--- src/rtl/ir_button_events.sv ---
// ir_button_events
//   Turns validated 32-bit NEC infrared frames into button events for the game
//   logic. The block checks the address and inverse bytes, tracks a held key
//   through NEC repeat frames, and produces press, auto-repeat and release
//   pulses plus a held level.
//
// Ports
//   clk_in         system clock
//   rst_in         synchronous active-high reset
//   code_in        NEC frame {addr, ~addr, cmd, ~cmd}
//   code_valid_in  one-cycle strobe, code_in valid
//   repeat_in      one-cycle strobe, NEC repeat frame seen
//   cmd_out        command of the current or last key
//   press_out      one-cycle pulse on a new key press
//   repeat_out     one-cycle auto-repeat pulse while held
//   release_out    one-cycle pulse when the held key ends (cmd_out = old key)
//   held_out       high while a key is held
//   err_out        one-cycle error code: 01 inverse mismatch, 10 address mismatch
//   err_count_out  rejected-frame count, saturating at 8'hFF
module ir_button_events #(
  parameter logic [7:0] ADDRESS       = 8'h00,
  parameter int         HOLD_CYCLES   = 11_000_000,
  parameter int         REPEAT_DELAY  = 40_000_000,
  parameter int         REPEAT_PERIOD = 10_000_000
) (
  input  logic        clk_in,
  input  logic        rst_in,
  input  logic [31:0] code_in,
  input  logic        code_valid_in,
  input  logic        repeat_in,
  output logic [7:0]  cmd_out,
  output logic        press_out,
  output logic        repeat_out,
  output logic        release_out,
  output logic        held_out,
  output logic [1:0]  err_out,
  output logic [7:0]  err_count_out
);

  localparam int RMAX = (REPEAT_DELAY > REPEAT_PERIOD) ? REPEAT_DELAY : REPEAT_PERIOD;
  localparam int HW   = $clog2(HOLD_CYCLES + 1);
  localparam int RW   = $clog2(RMAX + 1);

  // Timers are loaded with N-1: the load happens on the edge that also
  // registers the triggering pulse, so expiry at 0 lands the next event
  // exactly N cycles after that pulse.
  localparam int HOLD_LD_I  = HOLD_CYCLES - 1;
  localparam int DELAY_LD_I = REPEAT_DELAY - 1;
  localparam int PER_LD_I   = REPEAT_PERIOD - 1;
  localparam logic [HW-1:0] HOLD_LD  = HOLD_LD_I[HW-1:0];
  localparam logic [RW-1:0] DELAY_LD = DELAY_LD_I[RW-1:0];
  localparam logic [RW-1:0] PER_LD   = PER_LD_I[RW-1:0];

  typedef enum logic [1:0] {
    S_IDLE      = 2'd0,
    S_HELD      = 2'd1,
    S_REPEATING = 2'd2,
    S_SWITCH    = 2'd3
  } state_t;

  state_t          state_q, state_d;
  logic [HW-1:0]   hold_q, hold_d;
  logic [RW-1:0]   rpt_q, rpt_d;     // delay timer in HELD, period timer in REPEATING
  logic [7:0]      cmd_q, cmd_d;
  logic [7:0]      pend_q, pend_d;   // new command waiting in SWITCH
  logic            press_q, press_d;
  logic            repeat_q, repeat_d;
  logic            release_q, release_d;
  logic            held_q, held_d;
  logic [1:0]      err_q, err_d;
  logic [7:0]      err_cnt_q, err_cnt_d;

  logic inv_ok, addr_ok, frame_ok, frame_bad, refresh_rep;
  logic [7:0] frame_cmd;

  assign frame_cmd   = code_in[15:8];
  assign inv_ok      = (code_in[31:24] == ~code_in[23:16]) &&
                       (code_in[15:8]  == ~code_in[7:0]);
  assign addr_ok     = (code_in[31:24] == ADDRESS);
  assign frame_ok    = code_valid_in && inv_ok && addr_ok;
  assign frame_bad   = code_valid_in && !(inv_ok && addr_ok);
  // A repeat strobe alongside a frame strobe is dropped; the frame wins.
  assign refresh_rep = repeat_in && !code_valid_in;

  always_comb begin
    state_d   = state_q;
    hold_d    = hold_q;
    rpt_d     = rpt_q;
    cmd_d     = cmd_q;
    pend_d    = pend_q;
    press_d   = 1'b0;
    repeat_d  = 1'b0;
    release_d = 1'b0;
    err_d     = 2'b00;
    err_cnt_d = err_cnt_q;

    if (frame_bad) begin
      err_d = inv_ok ? 2'b10 : 2'b01;
      if (err_cnt_q != 8'hFF) err_cnt_d = err_cnt_q + 8'd1;
    end

    case (state_q)
      S_IDLE: begin
        if (frame_ok) begin
          cmd_d   = frame_cmd;
          press_d = 1'b1;
          hold_d  = HOLD_LD;
          rpt_d   = DELAY_LD;
          state_d = S_HELD;
        end
      end

      S_HELD, S_REPEATING: begin
        if (frame_ok && frame_cmd != cmd_q) begin
          // Different key: end the old one now, start the new one next cycle.
          release_d = 1'b1;
          pend_d    = frame_cmd;
          state_d   = S_SWITCH;
        end else if (!(frame_ok || refresh_rep) && hold_q == '0) begin
          // Release beats a repeat that falls due on the same cycle.
          release_d = 1'b1;
          state_d   = S_IDLE;
        end else begin
          // Refresh reloads only the hold timer; cadence keeps running.
          hold_d = (frame_ok || refresh_rep) ? HOLD_LD : hold_q - HW'(1);
          if (rpt_q == '0) begin
            repeat_d = 1'b1;
            rpt_d    = PER_LD;
            state_d  = S_REPEATING;
          end else begin
            rpt_d = rpt_q - RW'(1);
          end
        end
      end

      S_SWITCH: begin
        cmd_d   = pend_q;
        press_d = 1'b1;
        hold_d  = HOLD_LD;
        rpt_d   = DELAY_LD;
        state_d = S_HELD;
      end

      default: state_d = S_IDLE;
    endcase

    held_d = (state_d == S_HELD) || (state_d == S_REPEATING);
  end

  always_ff @(posedge clk_in) begin
    if (rst_in) begin
      state_q   <= S_IDLE;
      hold_q    <= '0;
      rpt_q     <= '0;
      cmd_q     <= 8'h00;
      pend_q    <= 8'h00;
      press_q   <= 1'b0;
      repeat_q  <= 1'b0;
      release_q <= 1'b0;
      held_q    <= 1'b0;
      err_q     <= 2'b00;
      err_cnt_q <= 8'h00;
    end else begin
      state_q   <= state_d;
      hold_q    <= hold_d;
      rpt_q     <= rpt_d;
      cmd_q     <= cmd_d;
      pend_q    <= pend_d;
      press_q   <= press_d;
      repeat_q  <= repeat_d;
      release_q <= release_d;
      held_q    <= held_d;
      err_q     <= err_d;
      err_cnt_q <= err_cnt_d;
    end
  end

  assign cmd_out       = cmd_q;
  assign press_out     = press_q;
  assign repeat_out    = repeat_q;
  assign release_out   = release_q;
  assign held_out      = held_q;
  assign err_out       = err_q;
  assign err_count_out = err_cnt_q;

endmodule

--- config.mk ---
export PLATFORM = sky130hd
export DESIGN_NAME = ir_button_events
export DESIGN_NICKNAME = d
export VERILOG_FILES = /design/src/rtl/ir_button_events.sv
export SDC_FILE = /design/constraint.sdc
export NUM_CORES = 1
export LEC_CHECK = 0
export CAP_MARGIN = 20
export CORE_ASPECT_RATIO = 1.2
export CORE_UTILIZATION = 30
export DETAILED_ROUTE_END_ITERATION = 8
export HOLD_SLACK_MARGIN = 0.06
export PLACE_DENSITY = 0.57
export SLEW_MARGIN = 20
export SYNTH_ARGS = -nofsm -noshare
export SYNTH_HDL_FRONTEND = slang
export SYNTH_SLANG_ARGS = --single-unit
export TNS_END_PERCENT = 1
--- constraint.sdc ---
create_clock -name clk_in -period 3.21 [get_ports clk_in]
set_input_delay 0.642 -clock clk_in [delete_from_list [all_inputs] [get_ports clk_in]]
set_output_delay 0.642 -clock clk_in [all_outputs]
set_load 0.01 [all_outputs]
-- Yosys cells after proc, flatten, opt, wreduce, memory -nomap -nowiden
Cells that the tools add are included.
- flip-flop bits (word level): 82
- word-level logic and storage cells: 79
- add/subtract/negate cells: 3
- eq/ne operators: 12
- muxes and demuxes: 23
- bitwise operators: 4
- reduce and logical (&&, ||, !) cells: 26
- operators with widths (kind ; number):
    26-bit two-way mux ; 4
    24-bit two-way mux ; 4
    26-bit case mux with 3 select lines ; 1
    24-bit case mux with 3 select lines ; 1
    26-bit zero test ; 1
    26-bit by 1-bit subtractor with 26-bit output, second input constant ; 1
    24-bit zero test ; 1
    24-bit by 1-bit subtractor with 24-bit output, second input constant ; 1
    8-bit equality test ; 2
    8-bit NOT ; 2
    8-bit case mux with 2 select lines ; 1
    2-bit two-way mux ; 5
    8-bit by 1-bit adder with 8-bit output, second input constant ; 1
    1-bit logical AND ; 8
    8-bit zero test ; 1
    8-bit two-way mux ; 1
    8-bit inequality test ; 1
    8-bit inequality test, second input constant ; 1
    2-bit equality test, second input constant ; 3
    2-bit inequality test, second input constant ; 3
    2-bit case mux with 3 select lines ; 1
    2-bit AND reduction ; 3
    2-bit OR reduction ; 3
    2-bit by 1-bit equality test with 1-bit output, second input constant ; 2
    9 further kinds ; 16

-- Depth between registers and ports, before layout
- depth in word-level cells: 13
- gate-level depth with buffers: 11
- gate-level depth less buffers: 9

-- Least setup slack after synthesis
Ideal clock, no wire load.
- path kind: input to register
- start: in code_in[18]
- end: reg hold_q[6]
- arrival: 2680 ps
- path slack: 406 ps
- stages: 10
- buffers on the path: 3
- cells stage by stage: xor2_1 -> nand4_1 -> or4_4 -> or4b_1 -> buf_2 -> buf_6 -> buf_2 -> nand4_1 -> xor2_1 -> nor2_1
- word-level cells in the longest chain between the ends: 10
- elaborated cells on any way between the ends: 17
- classes of those cells: eq/ne: 4; mux: 4; bitwise: 1; reduce/logical: 8
- RTL lines (element ; line ; text):
    start: declaration ; 28 ; input logic [31:0] code_in,
    8-bit NOT (*) ; 77 ; assign inv_ok = (code_in[31:24] == ~code_in[23:16]) &&
    8-bit equality test (*) ; 77 ;
    1-bit logical AND (*) ; 77 ;
    1-bit logical AND (*) (2 in a row) ; 80 ; assign frame_ok = code_valid_in && inv_ok && addr_ok;
    1-bit logical OR ; 119, 125 ;
    24-bit two-way mux / 1-bit zero test (equally long branches) ; 125, 119 ;
    24-bit two-way mux / 1-bit logical AND (equally long branches) ; 119 ; end else if (!(frame_ok || refresh_rep) && hold_q == '0) begin
    24-bit two-way mux / 2-bit inequality test (equally long branches) ; - ;
    24-bit case mux with 3 select lines / 3-bit AND reduction (equally long branches) ; - ;
    end signal: assignment ; 165 ; hold_q <= hold_d;
    end: declaration ; 62 ; logic [HW-1:0] hold_q, hold_d;
Every way passes the cells marked *; elsewhere a longest branch is shown, timed or not. The select of a mux whose other input is x is not followed.
A chain may end at the register's enable or synchronous reset.

-- Worst setup path in the final report
- start: in code_in[26]
- end: reg hold_q[12]
- word-level cells in the longest chain between the ends: 9
- elaborated cells on any way between the ends: 17
- classes of those cells: eq/ne: 4; mux: 4; reduce/logical: 9
- RTL lines (element ; line):
    8-bit equality test ; 77
    1-bit logical AND ; 77
    1-bit logical AND ; 80
    1-bit logical AND (*) ; 80
    1-bit logical OR ; 119, 125
    24-bit two-way mux / 1-bit zero test (equally long branches) ; 125, 119
    24-bit two-way mux / 1-bit logical AND (equally long branches) ; 119
    24-bit two-way mux / 2-bit inequality test (equally long branches) ; -
    24-bit case mux with 3 select lines / 3-bit AND reduction (equally long branches) ; -
Marked as above.

==> out/metrics.yaml <==
run_status: "finished with violations"
violations: "DRC"
via_per_inst: 5.25
ant_nets: 0
relSlewSlack: 0.574
critPathRequiredTime_ns: 3.48
irDropWorstVdd_mv: 0.290
slew_viol_final: 0
coreArea_mm2: 0.0139
mostFrequentLayoutCell: "dfxtp_1"
path_cells: "clkdlybuf4s50_1 -> xor2_1 -> nand4_1 -> or4_4 -> or4b_4 -> buf_4 -> nand4_1 -> buf_6 -> buf_12 -> o31ai_1 -> a31oi_1"
path_depth: 11
pwr-share-clk: 0.282
vias: 4122
fin_ws_ns: 0.0982
dp_hpwl_mm: 7.83
nFillCells: 1390
regArea_mm2: 0.00164
yosysWarnings: 0
crit_path_frequent_cell: "nand4_1"
min_period_ns: 3.11
cts_root_buf: "clkbuf_16"
fp.dieW_um: 111
syn_nets: 569
fin_crit_sh: 0.969
path_class: "in2reg"
drc_errors: 2
antenna_found_initial: 0
cp-start-kind: "primary input"
grt_pass1_wl_mm: 18.7
syn_to_final_growth_pct: 31.3
hold_depth: 2
synth_area_leader_cell: "dfxtp_1"
end_kind: "register"
ys.flop_type: "dfxtp_1"
p_sw_w: 0.00132
synth_adder_area_share: 0.0203
synth.area.top_cells: "dfxtp_1 (38%), xor2_1 (6.1%), a21oi_1 (6.0%)"
dieArea_mm2: 0.0149
die_y_um: 133
ys_ff_latch: 82
maxCapViolations: 0
pwr-share-seq: 0.335
yosysSeqAreaShare: 0.380
pin_count: 58
cpMaxStageDelayCell: "or4_4"
clkSinkCount: 82
cp_max_fo: 9
stdcell_area_mm2: 0.00567
grt_max_degree: 50
initial_core_util: 0.310
netlist_area_mm2: 0.00432
wl_per_cell_um: 14.0
dpl_cell_area_mm2: 0.00534
grt.total_usage: 0.155
synth_area_per_cell_um2: 8.20
netlist_instances: 526
drt_iter0_drc: 185
grt_pass1_vias: 4053
synth_xor_xnor_area_share: 0.0812
tightestPinTransition_ns: 0.639
synth_top_family_by_area: "simple AND/OR/NAND/NOR gates"
min_path_type: "reg2reg"
grt_overflow: 0
numCtsBuffers: 9
htreeDepth: 3
path_delay_family: "simple AND/OR/NAND/NOR gates"
clkTransAtPathRegs_ns: 0.06
clock_path_buffers: 2
ys_types: 52
cell_internal_pwr_w: 0.00233
drive_above_1_share: 0.116
fp-row-count: 47
dp_slack_ns: -0.388
arrival_ns: 3.38
muxShareOfSynthArea: 0.0394
portBuffers: 57
place_congestion: 0.773
wl_mm: 11.0
dr.pass1.iters: 6
skew_ns: 0.00638
slowest_delay_ns: 0.58
synth_simple_gate_area_share: 0.258
p_sw_frac: 0.361
fmax_ghz: 0.321
power_density_mw_per_mm2: 644
hold_violations: 0
cp_num_buf_inv: 4
synth_compound_area_frac: 0.181
cts_tree: "yes"
synth_top_area_share: 0.380
rr_worst_depth: 9
antenna_cells: 0
fin_nets: 653
mostFrequentLayoutCells: "dfxtp_1 (82), nor2_1 (59), clkdlybuf4s50_1 (55)"
synth_edf_count: 0
async_reset_ff_frac: 0
pwr-share-comb: 0.383
multiInputGateArea_mm2: 0.00252
clock_latency_ns: 0.34
setup_viol: 0
p_leak_nw: 2.12
## synthesized netlist by cell type, types with 6 or more instances
cell      count
or3_1        16
nand4_1      19
and3_1        6
mux2i_1      17
nor3_1       12
dfxtp_1      82
ha_1          7
o31ai_1       9
or4_1         7
a31oi_1       9
nand3_1      10
buf_2         6
a311oi_1     10
xor2_1       30
nor4_1       14
clkbuf_1     20
nand2b_1     10
xnor2_1      10
a21oi_1      52
inv_1        11
nor2_1       59
nand2_1      31
o21ai_0      27
## power by group through the flow
stage,logic (W),clock network [W],registers [W]
3_3_place_gp,0.00136,0,0.00124
3_5_place_dp,0.00139,0,0.00124
6_report,0.00140,0.00103,0.00122
2_1_floorplan,0.000939,0,0.00122
4_1_cts,0.00140,0.00107,0.00122
5_1_grt,0.00157,0.00111,0.00124
## logic make-up after synthesis
kind of cell / after synthesis
buffers and inverters: 41
muxes: 17
xor gates and xnor gates: 40
adders and majority gates: 7
and+or+nand+nor: 210
AOI/OAI and AO/OA: 129
DFF: 82
## final cells by class
| class | instances | share of cell area |
|---|---|---|
| repair buffers | 103 | 0.168 |
| multi-input cells | 403 | 0.445 |
| inverters | 11 | 0.00728 |
| clock inverters | 5 | 0.00971 |
| flip-flops and latches | 82 | 0.290 |
| clock buffers | 10 | 0.0422 |
| well taps | 171 | 0.0377 |
## per-layer routing
metal	up-vias	part of all wire	track usage
met5	-	0	0
met4	0	0.020	0.0796
met3	16	0.033	0.0287
met2	79	0.49	0.271
met1	1940	0.46	0.180
li1	2087	-	-
## flip-flops by register name, summed over array words and instances (netlist names), 2 cells and up
name,count
cmd_out,8
err_count_out,8
err_out,2
hold_q,24
pend_q,8
rpt_q,26
state_q,2
## path summary, 6_finish.rpt
path	startpoint	to	slack, ns
worst max-delay path	code_in[26]	hold_q[12]	0.1
worst min register to register	rpt_q[22]	rpt_q[22]	0.47
worst min-delay path	rpt_q[22]	rpt_q[22]	0.47
worst max register to register	hold_q[10]	hold_q[5]	0.39
## worst min-delay path, cell delays in order (launching register included)
cell and delay, ns:
dfxtp_1 0.31, o31ai_1 0.06, a21oi_1 0.06
## metrics by stage
| stage | setup TNS (ns) | hold WS [ns] | cells | utilization | power [W] |
|---|---|---|---|---|---|
| finish | 0 | 0.472 | 785 | 0.407 | 0.00365 |
| global route | -0.0269 | 0.494 | 785 | 0.407 | 0.00392 |
| CTS | 0 | 0.471 | 784 | 0.404 | 0.00369 |
| detailed placement | -12.61 | 0.458 | 769 | 0.383 | 0.00263 |
| global placement | -8.11 | 0.455 | 769 | 0.383 | 0.00260 |
| floorplan | 0 | 0.433 | 526 | - | 0.00216 |
## repair_timing
action                                  4_1_cts  5_1_grt
pin swaps                                     0        2
gates resized for setup                       1        6
endpoints found under the setup margin        3       30
buffers inserted                              0        1
hold buffers                                  0        0
Power figures use the tool's default switching activity.
